[src/rtl/loader_pkg.sv]
// ---------------------------------------------------------------------------
// loader_pkg
// Shared definitions for the instruction-memory program loader:
//   - loader_state_t : FSM state encoding of the loader
//   - LANE_W         : width of the byte-lane counter inside a 32-bit word
//   - LEN_W          : width of the big-endian word-count header
// ---------------------------------------------------------------------------
package loader_pkg;

    localparam int LANE_W = 2;
    localparam int LEN_W  = 16;

    typedef enum logic [2:0] {
        IDLE   = 3'd0,
        LEN_HI = 3'd1,
        LEN_LO = 3'd2,
        DATA   = 3'd3,
        WRITE  = 3'd4,
        CSUM   = 3'd5,
        FINISH = 3'd6,
        ERR    = 3'd7
    } loader_state_t;

endpackage

[src/rtl/imem_program_loader_word_assembler.sv]
// ---------------------------------------------------------------------------
// word_assembler
// Big-endian 8-to-32 shift register. The first byte of a word ends up in
// bits [31:24].
//
// Ports:
//   clock      in   system clock
//   reset      in   synchronous active-high reset
//   clear      in   session start; empties the register and the lane counter
//   shift_en   in   a byte is transferred this cycle
//   byte_in    in   8-bit stream byte
//   word_next  out  word as it looks once byte_in has been shifted in
//   word_full  out  this transfer completes a word (4th byte)
// ---------------------------------------------------------------------------
module word_assembler
    import loader_pkg::*;
(
    input  logic        clock,
    input  logic        reset,
    input  logic        clear,
    input  logic        shift_en,
    input  logic [7:0]  byte_in,
    output logic [31:0] word_next,
    output logic        word_full
);

    logic [31:0]       word_q;
    logic [LANE_W-1:0] lane_q;

    // The completed word is presented combinationally so the parent can
    // capture it on the same edge that accepts the 4th byte.
    assign word_next = {word_q[23:0], byte_in};
    assign word_full = shift_en && (lane_q == '1);

    always_ff @(posedge clock) begin
        if (reset || clear) begin
            word_q <= '0;
            lane_q <= '0;
        end else if (shift_en) begin
            word_q <= word_next;
            lane_q <= lane_q + LANE_W'(1);
        end
    end

endmodule

[src/rtl/imem_program_loader.sv]
// ---------------------------------------------------------------------------
// imem_program_loader
// Writer side of the MIPS instruction-memory load interface. A session is
// started by load_start, reads a 16-bit big-endian word count N, then N
// big-endian 32-bit words, each written to BASE_ADDR + 4*k. PC_reset holds
// the core in reset until a load completes successfully.
//
// Optional feature (macro LOADER_CHECKSUM_EN): after the last word one more
// byte is read and must equal the XOR of all 4N data bytes; a mismatch ends
// the session in ERR.
//
// Ports:
//   clock                    in   system clock
//   reset                    in   synchronous active-high reset
//   load_start               in   one-cycle pulse starting a session
//   byte_in / byte_valid     in   byte stream
//   byte_ready               out  byte accepted when byte_valid && byte_ready
//   inst_memory_load_enable  out  one-cycle write strobe
//   inst_memory_write_addr   out  byte address of the write
//   inst_memory_write_data   out  word written
//   PC_reset                 out  core held in reset (load running / failed)
//   busy                     out  session in progress
//   done                     out  last load succeeded (sticky)
//   error                    out  last load failed (sticky)
// ---------------------------------------------------------------------------
module imem_program_loader
    import loader_pkg::*;
#(
    parameter logic [31:0] BASE_ADDR = 32'h0000_0000,
    parameter int          MAX_WORDS = 256
) (
    input  logic        clock,
    input  logic        reset,
    input  logic        load_start,
    input  logic [7:0]  byte_in,
    input  logic        byte_valid,
    output logic        byte_ready,
    output logic        inst_memory_load_enable,
    output logic [31:0] inst_memory_write_addr,
    output logic [31:0] inst_memory_write_data,
    output logic        PC_reset,
    output logic        busy,
    output logic        done,
    output logic        error
);

    localparam logic [LEN_W:0] MAX_LEN = (LEN_W+1)'(MAX_WORDS);

    loader_state_t state_q, state_next;

    logic             xfer;
    logic             start_ok;
    logic             shift_en;
    logic             word_full;
    logic [31:0]      word_next;
    logic [7:0]       len_hi_q;
    logic [LEN_W-1:0] len_q;
    logic [LEN_W-1:0] len_value;
    logic             len_bad;
    logic [LEN_W-1:0] word_idx_q;
    logic             last_word;
    logic [31:0]      addr_cnt_q;
    logic [31:0]      wr_addr_q;
    logic [31:0]      wr_data_q;
    logic             busy_q;
    logic             done_q;
    logic             error_q;
    logic             pc_reset_q;
`ifdef LOADER_CHECKSUM_EN
    logic [7:0]       csum_q;
    logic             csum_match;
`endif

    assign xfer      = byte_valid && byte_ready;
    // A new session may only begin from a quiescent state; load_start is
    // ignored while a session is running.
    assign start_ok  = load_start && ((state_q == IDLE) || (state_q == ERR));
    assign shift_en  = (state_q == DATA) && xfer;
    assign len_value = {len_hi_q, byte_in};
    assign len_bad   = (len_value == '0) || ({1'b0, len_value} > MAX_LEN);
    assign last_word = (word_idx_q == (len_q - LEN_W'(1)));
`ifdef LOADER_CHECKSUM_EN
    assign csum_match = (byte_in == csum_q);
`endif

    word_assembler u_word_assembler (
        .clock     (clock),
        .reset     (reset),
        .clear     (start_ok),
        .shift_en  (shift_en),
        .byte_in   (byte_in),
        .word_next (word_next),
        .word_full (word_full)
    );

    always_ff @(posedge clock) begin
        if (reset) begin
            state_q <= IDLE;
        end else begin
            state_q <= state_next;
        end
    end

    always_comb begin
        state_next = state_q;
        byte_ready = 1'b0;
        case (state_q)
            IDLE: begin
                if (load_start) state_next = LEN_HI;
            end
            LEN_HI: begin
                byte_ready = 1'b1;
                if (byte_valid) state_next = LEN_LO;
            end
            LEN_LO: begin
                byte_ready = 1'b1;
                if (byte_valid) state_next = len_bad ? ERR : DATA;
            end
            DATA: begin
                byte_ready = 1'b1;
                if (word_full) state_next = WRITE;
            end
            WRITE: begin
`ifdef LOADER_CHECKSUM_EN
                state_next = last_word ? CSUM : DATA;
`else
                state_next = last_word ? FINISH : DATA;
`endif
            end
`ifdef LOADER_CHECKSUM_EN
            CSUM: begin
                byte_ready = 1'b1;
                if (byte_valid) state_next = csum_match ? FINISH : ERR;
            end
`endif
            FINISH: begin
                state_next = IDLE;
            end
            ERR: begin
                if (load_start) state_next = LEN_HI;
            end
            default: begin
                state_next = IDLE;
            end
        endcase
    end

    always_ff @(posedge clock) begin
        if (reset) begin
            len_hi_q   <= '0;
            len_q      <= '0;
            word_idx_q <= '0;
            addr_cnt_q <= '0;
            wr_addr_q  <= '0;
            wr_data_q  <= '0;
            busy_q     <= 1'b0;
            done_q     <= 1'b0;
            error_q    <= 1'b0;
            pc_reset_q <= 1'b1;
`ifdef LOADER_CHECKSUM_EN
            csum_q     <= '0;
`endif
        end else begin
            if (start_ok) begin
                busy_q     <= 1'b1;
                pc_reset_q <= 1'b1;
                done_q     <= 1'b0;
                error_q    <= 1'b0;
                word_idx_q <= '0;
                addr_cnt_q <= BASE_ADDR;
`ifdef LOADER_CHECKSUM_EN
                csum_q     <= '0;
`endif
            end

            if ((state_q == LEN_HI) && xfer) begin
                len_hi_q <= byte_in;
            end

            if ((state_q == LEN_LO) && xfer) begin
                len_q <= len_value;
                if (len_bad) begin
                    error_q    <= 1'b1;
                    busy_q     <= 1'b0;
                    pc_reset_q <= 1'b1;
                end
            end

`ifdef LOADER_CHECKSUM_EN
            if (shift_en) begin
                csum_q <= csum_q ^ byte_in;
            end
`endif

            // Capture address and word on the 4th-byte edge so both are
            // stable throughout the WRITE cycle and held afterwards.
            if (word_full) begin
                wr_addr_q <= addr_cnt_q;
                wr_data_q <= word_next;
            end

            if ((state_q == WRITE) && !last_word) begin
                word_idx_q <= word_idx_q + LEN_W'(1);
                addr_cnt_q <= addr_cnt_q + 32'd4;
            end

`ifdef LOADER_CHECKSUM_EN
            if ((state_q == CSUM) && xfer && !csum_match) begin
                error_q    <= 1'b1;
                busy_q     <= 1'b0;
                pc_reset_q <= 1'b1;
            end
`endif

            if (state_q == FINISH) begin
                pc_reset_q <= 1'b0;
                done_q     <= 1'b1;
                busy_q     <= 1'b0;
            end
        end
    end

    assign inst_memory_load_enable = (state_q == WRITE);
    assign inst_memory_write_addr  = wr_addr_q;
    assign inst_memory_write_data  = wr_data_q;
    assign PC_reset                = pc_reset_q;
    assign busy                    = busy_q;
    assign done                    = done_q;
    assign error                   = error_q;

endmodule

[config.mk]
export PLATFORM = sky130hd
export DESIGN_NAME = imem_program_loader
export DESIGN_NICKNAME = d
export VERILOG_FILES = /design/src/rtl/loader_pkg.sv /design/src/rtl/imem_program_loader_word_assembler.sv /design/src/rtl/imem_program_loader.sv
export SDC_FILE = /design/constraint.sdc
export NUM_CORES = 1
export LEC_CHECK = 0
export ABC_CLOCK_PERIOD_IN_PS = 2800
export CAP_MARGIN = 20
export CORE_MARGIN = 4
export CORE_UTILIZATION = 54
export DETAILED_ROUTE_END_ITERATION = 10
export PLACE_DENSITY = 0.75
export RECOVER_POWER = 100
export SLEW_MARGIN = 30
export SYNTH_ARGS = -nofsm -noshare
export SYNTH_HDL_FRONTEND = slang
export SYNTH_SLANG_ARGS = --single-unit
[constraint.sdc]
create_clock -name clock -period 2.8 [get_ports clock]
set_input_delay 0.84 -clock clock [delete_from_list [all_inputs] [get_ports clock]]
set_output_delay 0.84 -clock clock [all_outputs]
set_load 0.05 [all_outputs]
==> flow_summary.json, run 1 <==
{
  "powerDensity_mw_per_mm2": 642,
  "syn_area_per_cell_um2": 7.84,
  "rows": 42,
  "worst_slew_pin_slew_ns": 0.802,
  "grt_max_degree": 63,
  "finalHoldViolCount": 0,
  "cts_buffers": 17,
  "core-area_mm2": 0.0134,
  "report.power.total_mw": 5.95,
  "syn_to_final_growth_pct": 24.2,
  "pwr-share-clk_pct": 41.1,
  "worstPathMaxFanout": 13,
  "synth_compound_area_share_pct": 17.1,
  "antenna_left": 0,
  "port_buffers": 79,
  "worst_ep_arrival_time_ns": 2.97,
  "synthAdderAreaFrac_pct": 0.671,
  "htreeDepth": 4,
  "synthFlopType": "dfxtp_1",
  "synth_area_leaders": "dfxtp_1 44%, nand2_1 14%, a21oi_1 8.6%, clkbuf_1 3.2%, nand3_1 2.1%",
  "fmax_mhz": 377,
  "pwr-share-comb_pct": 17.4,
  "fin_crit_sh_pct": 94.8,
  "drt_iter0_drc": 549,
  "wl_um": 18600,
  "end_kind": "flip-flop",
  "grt_overflow": 0,
  "clkTransAtPathRegs_ns": 0.07,
  "synth_simple_gate_area_share_pct": 28.3,
  "post-route-drc-count": 0,
  "drive_gt1_share_pct": 11.9,
  "p_sw_mw": 1.75,
  "synthesis.area_mm2": 0.00746,
  "fin_util_pct": 69.1,
  "grt_pass1_wl_um": 30800,
  "nets": 1046,
  "routedWlPerCell_um": 15.2,
  "io_pins": 82,
  "antenna_found_initial": 0,
  "ys_warn_count": 0,
  "critPathLaunchType": "flip-flop",
  "p_leak_nw": 3.41,
  "status": "completed",
  "cts_buffer_depth": 2,
  "via_per_inst": 5.66,
  "wl_met2_um": 8940,
  "synth_top_family_by_area": "simple AND/OR/NAND/NOR gates",
  "grt_pass1_vias": 6341,
  "slew_headroom_pct": 46.6,
  "worstSetupPathType": "flip-flop to flip-flop",
  "cts_hold_buf": 0,
  "yosysSeqAreaShare_pct": 44.3,
  "antenna_cells": 0,
  "clock_skew_ns": 0.00638,
  "dieHeight_um": 126,
  "cts.sinks": 165,
  "synth_edf_count": 0,
  "place_ws_ns": 0.105,
  "synthArstFlopShare_pct": 0,
  "synth_cells": 951,
  "intPower_mw": 4.20,
  "timing.final.crit_period_ns": 2.66,
  "setup_violations": 0,
  "die_w_um": 126,
  "tritoncts": "built",
  "grt.total_usage_pct": 23.4,
  "maxCapViolCount": 0,
  "synth_cell_type_count": 61,
  "fin_ws_ns": 0.144,
  "yosysTopAreaCellShare_pct": 44.3,
  "m1WireLength_um": 8340,
  "synth-xor-area-share_pct": 3.26,
  "synth_seq_cells": 165,
  "ir_drop_v": 0.000487,
  "insertion_delay_ns": 0.43,
  "switching_share_pct": 29.5,
  "cts-root-buf": "clkbuf_16",
  "holdCritPathClass": "flip-flop to flip-flop",
  "met3_wirelength_um": 975,
  "synth.area.mux_share_pct": 1.48,
  "slew_viol_final": 0,
  "highest_layer": "met4",
  "initial_core_util_pct": 55.6,
  "pwr-share-seq_pct": 41.4,
  "die-area_mm2": 0.0158,
  "worst_hold_slack_ns": 0.449,
  "worstPathRequired_ns": 3.11,
  "yosys.area.top_type": "dfxtp_1",
  "dpl.hpwl_um": 12200,
  "vias": 6903,
  "firstDrtPassIters": 5,
  "place_congestion": 0.867
}
## sequential cells by signal (all words and copies together), names as in the netlist
name and cells:
inst_memory_write_data 32, addr_cnt_q 30, inst_memory_write_addr 30, u_word_assembler.word_q 24, len_q 16, word_idx_q 16
len_hi_q 8, state_q 3, u_word_assembler.lane_q 2, PC_reset 1, busy 1, done 1
error 1
## routing by layer
metal	track usage [%]	up-vias
met1	30.2	3261
met4	7.27	0
met2	39.0	161
li1	-	3454
met3	5.63	27
met5	0	-
## critical path, stage by stage (launching register included)
cell	delay (ns)
dfxtp_1	0.36
nor4_4	0.36
buf_4	0.19
a21oi_1	0.06
nor4b_1	0.36
o22ai_2	0.19
nor4_4	0.26
buf_4	0.18
buf_4	0.20
nor4b_1	0.07
a311o_1	0.32
## stage by stage
step | instances | TNS (ns) | cell area [um2]
finish | 1219 | 0 | 9260
detailed placement | 1184 | 0 | 8580
global placement | 1184 | 0 | 8580
CTS | 1216 | 0 | 9200
global route | 1219 | -0.0886 | 9260
floorplan | 952 | 0 | 7460
## cell type report
cell class / count / area, um2
clock inverters: 15 / 193
clock buffers: 17 / 425
flip-flops and latches: 165 / 3310
multi-input cells: 703 / 3860
repair buffers: 134 / 1220
inverters: 9 / 33.8
well taps: 176 / 220
fillers: 1111 / 4140
## power groups by stage
| stage | logic (mW) | registers [mW] | clock network [mW] |
|---|---|---|---|
| 2_1_floorplan | 0.668 | 2.52 | 0 |
| 3_3_place_gp | 0.983 | 2.51 | 0 |
| 3_5_place_dp | 0.987 | 2.51 | 0 |
| 4_1_cts | 0.994 | 2.46 | 2.46 |
| 5_1_grt | 1.14 | 2.47 | 2.57 |
| 6_report | 1.04 | 2.46 | 2.45 |
## synthesized netlist by cell type, types with 4 or more instances
| master | instances |
|---|---|
| nand2_1 | 280 |
| dfxtp_1 | 165 |
| a21oi_1 | 128 |
| clkbuf_1 | 63 |
| nand3_1 | 32 |
| nor2_1 | 21 |
| nor3_1 | 16 |
| xnor2_1 | 15 |
| nor4_1 | 14 |
| or3_1 | 14 |
| or4_1 | 13 |
| and3_1 | 12 |
| mux2i_1 | 11 |
| xor2_1 | 10 |
| o211ai_1 | 9 |
| or2_2 | 9 |
| inv_1 | 8 |
| nand2b_1 | 8 |
| o21ai_0 | 8 |
| o31ai_1 | 8 |
| a211oi_1 | 6 |
| a31o_1 | 6 |
| a32o_1 | 5 |
| buf_2 | 5 |
| nand3b_1 | 5 |
| nand4_1 | 5 |
| nor2b_1 | 5 |
| nor4b_1 | 5 |
| a311o_1 | 4 |
| buf_6 | 4 |
| ha_1 | 4 |
| o311ai_0 | 4 |
## placed cells by master (no fill, tap or decap), types with 10 or more instances in the layout
cell,count
nor2_1,19
nor3_1,15
clkbuf_16,17
nor4_1,12
xnor2_1,14
nand3_1,32
dfxtp_1,163
xor2_1,10
mux2i_1,11
nand2_1,279
or3_1,14
or4_1,11
and3_1,11
dlygate4sd3_1,68
buf_4,50
a21oi_1,128
## logic make-up after synthesis
kind of cell,Yosys count
other,1
AND/OR/NAND/NOR,453
buffers and inverters,84
adder cells (fa/ha/maj),4
multiplexers,11
AO/OA/AOI/OAI,207
XOR/XNOR,26
flip-flops,165
## path summary, 6_finish.rpt
kind / from / end / slack, ns / depth (start not counted)
hold reg to reg: inst_memory_write_addr[28] / inst_memory_write_addr[28] / 0.45 / 2
setup / recovery: len_q[2] / addr_cnt_q[24] / 0.14 / 10
hold / removal: inst_memory_write_addr[28] / inst_memory_write_addr[28] / 0.45 / 2
setup reg to reg: len_q[2] / addr_cnt_q[24] / 0.14 / 10
## what timing repair did
| item | CTS | global route |
|---|---|---|
| buffers inserted | 0 | 3 |
| endpoints found under the setup margin | 0 | 35 |
| resized for setup | 0 | 13 |
Note: power is estimated with default switching activity, not from simulation.
==> inputs of run 2 (changes only) <==
Settings changed: MAX_ROUTING_LAYER set to met4, PLACE_DENSITY 0.75 to not set, PLACE_DENSITY_LB_ADDON set to 0.3.
==> run 2 against run 1 <==
Effect of this change:
- clock-buffer cell count grew 2
- core utilization rose by 0.075 points
- maximum frequency is 1.3% lower
- die area unchanged
- clock power about the same
- critical endpoint unchanged
==> flow_summary.json, run 2 (synthesis results as in run 1) <==
{
  "status": "completed",
  "cts_buffer_depth": 2,
  "dieHeight_um": 126,
  "drive_gt1_share_pct": 11.5,
  "cts_buffers": 17,
  "final_common_cell": "nand2_1",
  "dpl.hpwl_um": 12300,
  "ir_drop_v": 0.000492,
  "wl_um": 18600,
  "p_leak_nw": 3.42,
  "powerDensity_mw_per_mm2": 635,
  "design_area_mm2": 0.00927,
  "fin_crit_sh_pct": 96.1,
  "setup_violations": 0,
  "antenna_found_initial": 0,
  "tritoncts": "built",
  "pwr-share-comb_pct": 17.0,
  "place_congestion": 0.929,
  "die-area_mm2": 0.0158,
  "grt_pass1_vias": 6283,
  "worst_ep_arrival_time_ns": 3.00,
  "post-route-drc-count": 0,
  "holdCritPathClass": "flip-flop to flip-flop",
  "drt_iter0_drc": 706,
  "via_per_inst": 5.73,
  "cts_hold_buf": 0,
  "htreeDepth": 4,
  "post_dp_cell_area_mm2": 0.00860,
  "grt_overflow": 0,
  "initial_core_util_pct": 55.6,
  "p_sw_mw": 1.64,
  "port_buffers": 79,
  "critPathLaunchType": "flip-flop",
  "layout_common_cells": "279 x nand2_1, 164 x dfxtp_1, 128 x a21oi_1, 68 x dlygate4sd3_1, 48 x buf_4",
  "nets": 1048,
  "fmax_mhz": 372,
  "fin_util_pct": 69.2,
  "pwr-share-seq_pct": 41.9,
  "timing.final.crit_period_ns": 2.69,
  "cts-root-buf": "clkbuf_16",
  "antenna_left": 0,
  "maxCapViolCount": 0,
  "cts.sinks": 165,
  "die_w_um": 126,
  "multiInputGateArea_mm2": 0.00383,
  "largest_register_ffs": 32,
  "worstPathMaxFanout": 12,
  "worstSetupPathType": "flip-flop to flip-flop",
  "grt_pass1_wl_um": 30300,
  "worst_slew_pin_slew_ns": 0.882,
  "pwr-share-clk_pct": 41.1,
  "firstDrtPassIters": 5,
  "insertion_delay_ns": 0.42,
  "slew_headroom_pct": 41.2,
  "rows": 42,
  "intPower_mw": 4.24,
  "worstPathRequired_ns": 3.11,
  "clkTransAtPathRegs_ns": 0.06,
  "core-area_mm2": 0.0134,
  "antenna_cells": 0,
  "n_fill_cell": 1100,
  "grt_max_degree": 49,
  "end_kind": "flip-flop",
  "syn_to_final_growth_pct": 24.3,
  "routedWlPerCell_um": 15.2,
  "io_pins": 82,
  "grt.total_usage_pct": 23.6,
  "vias": 6993,
  "setup_tns_ns": 0,
  "switching_share_pct": 27.9,
  "finalHoldViolCount": 0,
  "slew_viol_final": 0,
  "regArea_mm2": 0.00330,
  "clock_skew_ns": 0.00506
}
[run 2: cell types whose count changed in the layout (fill, tap and decap cells not counted), moves of 2 or more]
cell	before	now
buf_4	50	48
clkbuf_1	1	3
clkinv_2	0	4
clkinvlp_4	4	2
inv_6	5	1
nor4_1	12	14
nor4_2	2	0
[run 2: final cells by class]
cell class | count | area share (%)
clock inverters | 13 | 1.96
flip-flops and latches | 165 | 35.7
repair buffers | 136 | 13.6
inverters | 9 | 0.365
multi-input cells | 703 | 41.4
clock buffers | 19 | 4.67
well taps | 176 | 2.38
[run 2: metrics by stage]
stage          hold WS, ns  setup WS (ns)  cells  total power [mW]
3_3_place_gp         0.443          0.131   1186              3.48
3_5_place_dp         0.447          0.108   1186              3.48
5_1_grt              0.469        -0.0171   1221              6.11
6_report             0.450          0.108   1221              5.89
4_1_cts              0.454         0.0714   1218              5.89
2_1_floorplan        0.432          0.239    952              3.19
[run 2: timing repair]
action | CTS | global route
buffers inserted | 0 | 2
gates resized for setup | 0 | 10
setup endpoints to repair | 0 | 25
[run 2: power groups by stage]
stage | Sequential (mW) | Clock, mW | Combinational, mW
after floorplan | 2.52 | 0 | 0.668
after global placement | 2.51 | 0 | 0.963
final | 2.47 | 2.42 | 1.00
after global routing | 2.47 | 2.54 | 1.09
after detailed placement | 2.51 | 0 | 0.970
after CTS | 2.46 | 2.45 | 0.976
[run 2: critical path, stage by stage (launching register included)]
cell and delay (ns):
dfxtp_1 0.34, nor4_4 0.36, buf_4 0.19, a21oi_1 0.07, nor4b_1 0.29, o22ai_1 0.15
buf_4 0.17, nor4_4 0.37, buf_4 0.25, nor4b_1 0.07, a311o_1 0.32
[run 2: routing by layer]
metal  track usage (%)  wire, um  vias to the layer above
li1                  -         -                     3444
met1              31.2      8240                     3321
met2              36.6      9060                      199
met3              5.37       947                       29
met4              6.70       315                        0
met5                 -         0                        -
[run 2: path summary, 6_finish.rpt]
check | depth (start not counted) | end | slack [ns] | startpoint
worst min register to register | 2 | inst_memory_write_addr[11] | 0.45 | inst_memory_write_addr[11]
worst max-delay path | 10 | addr_cnt_q[24] | 0.11 | len_q[2]
worst max register to register | 10 | addr_cnt_q[24] | 0.11 | len_q[2]
worst min-delay path | 2 | inst_memory_write_addr[11] | 0.45 | inst_memory_write_addr[11]
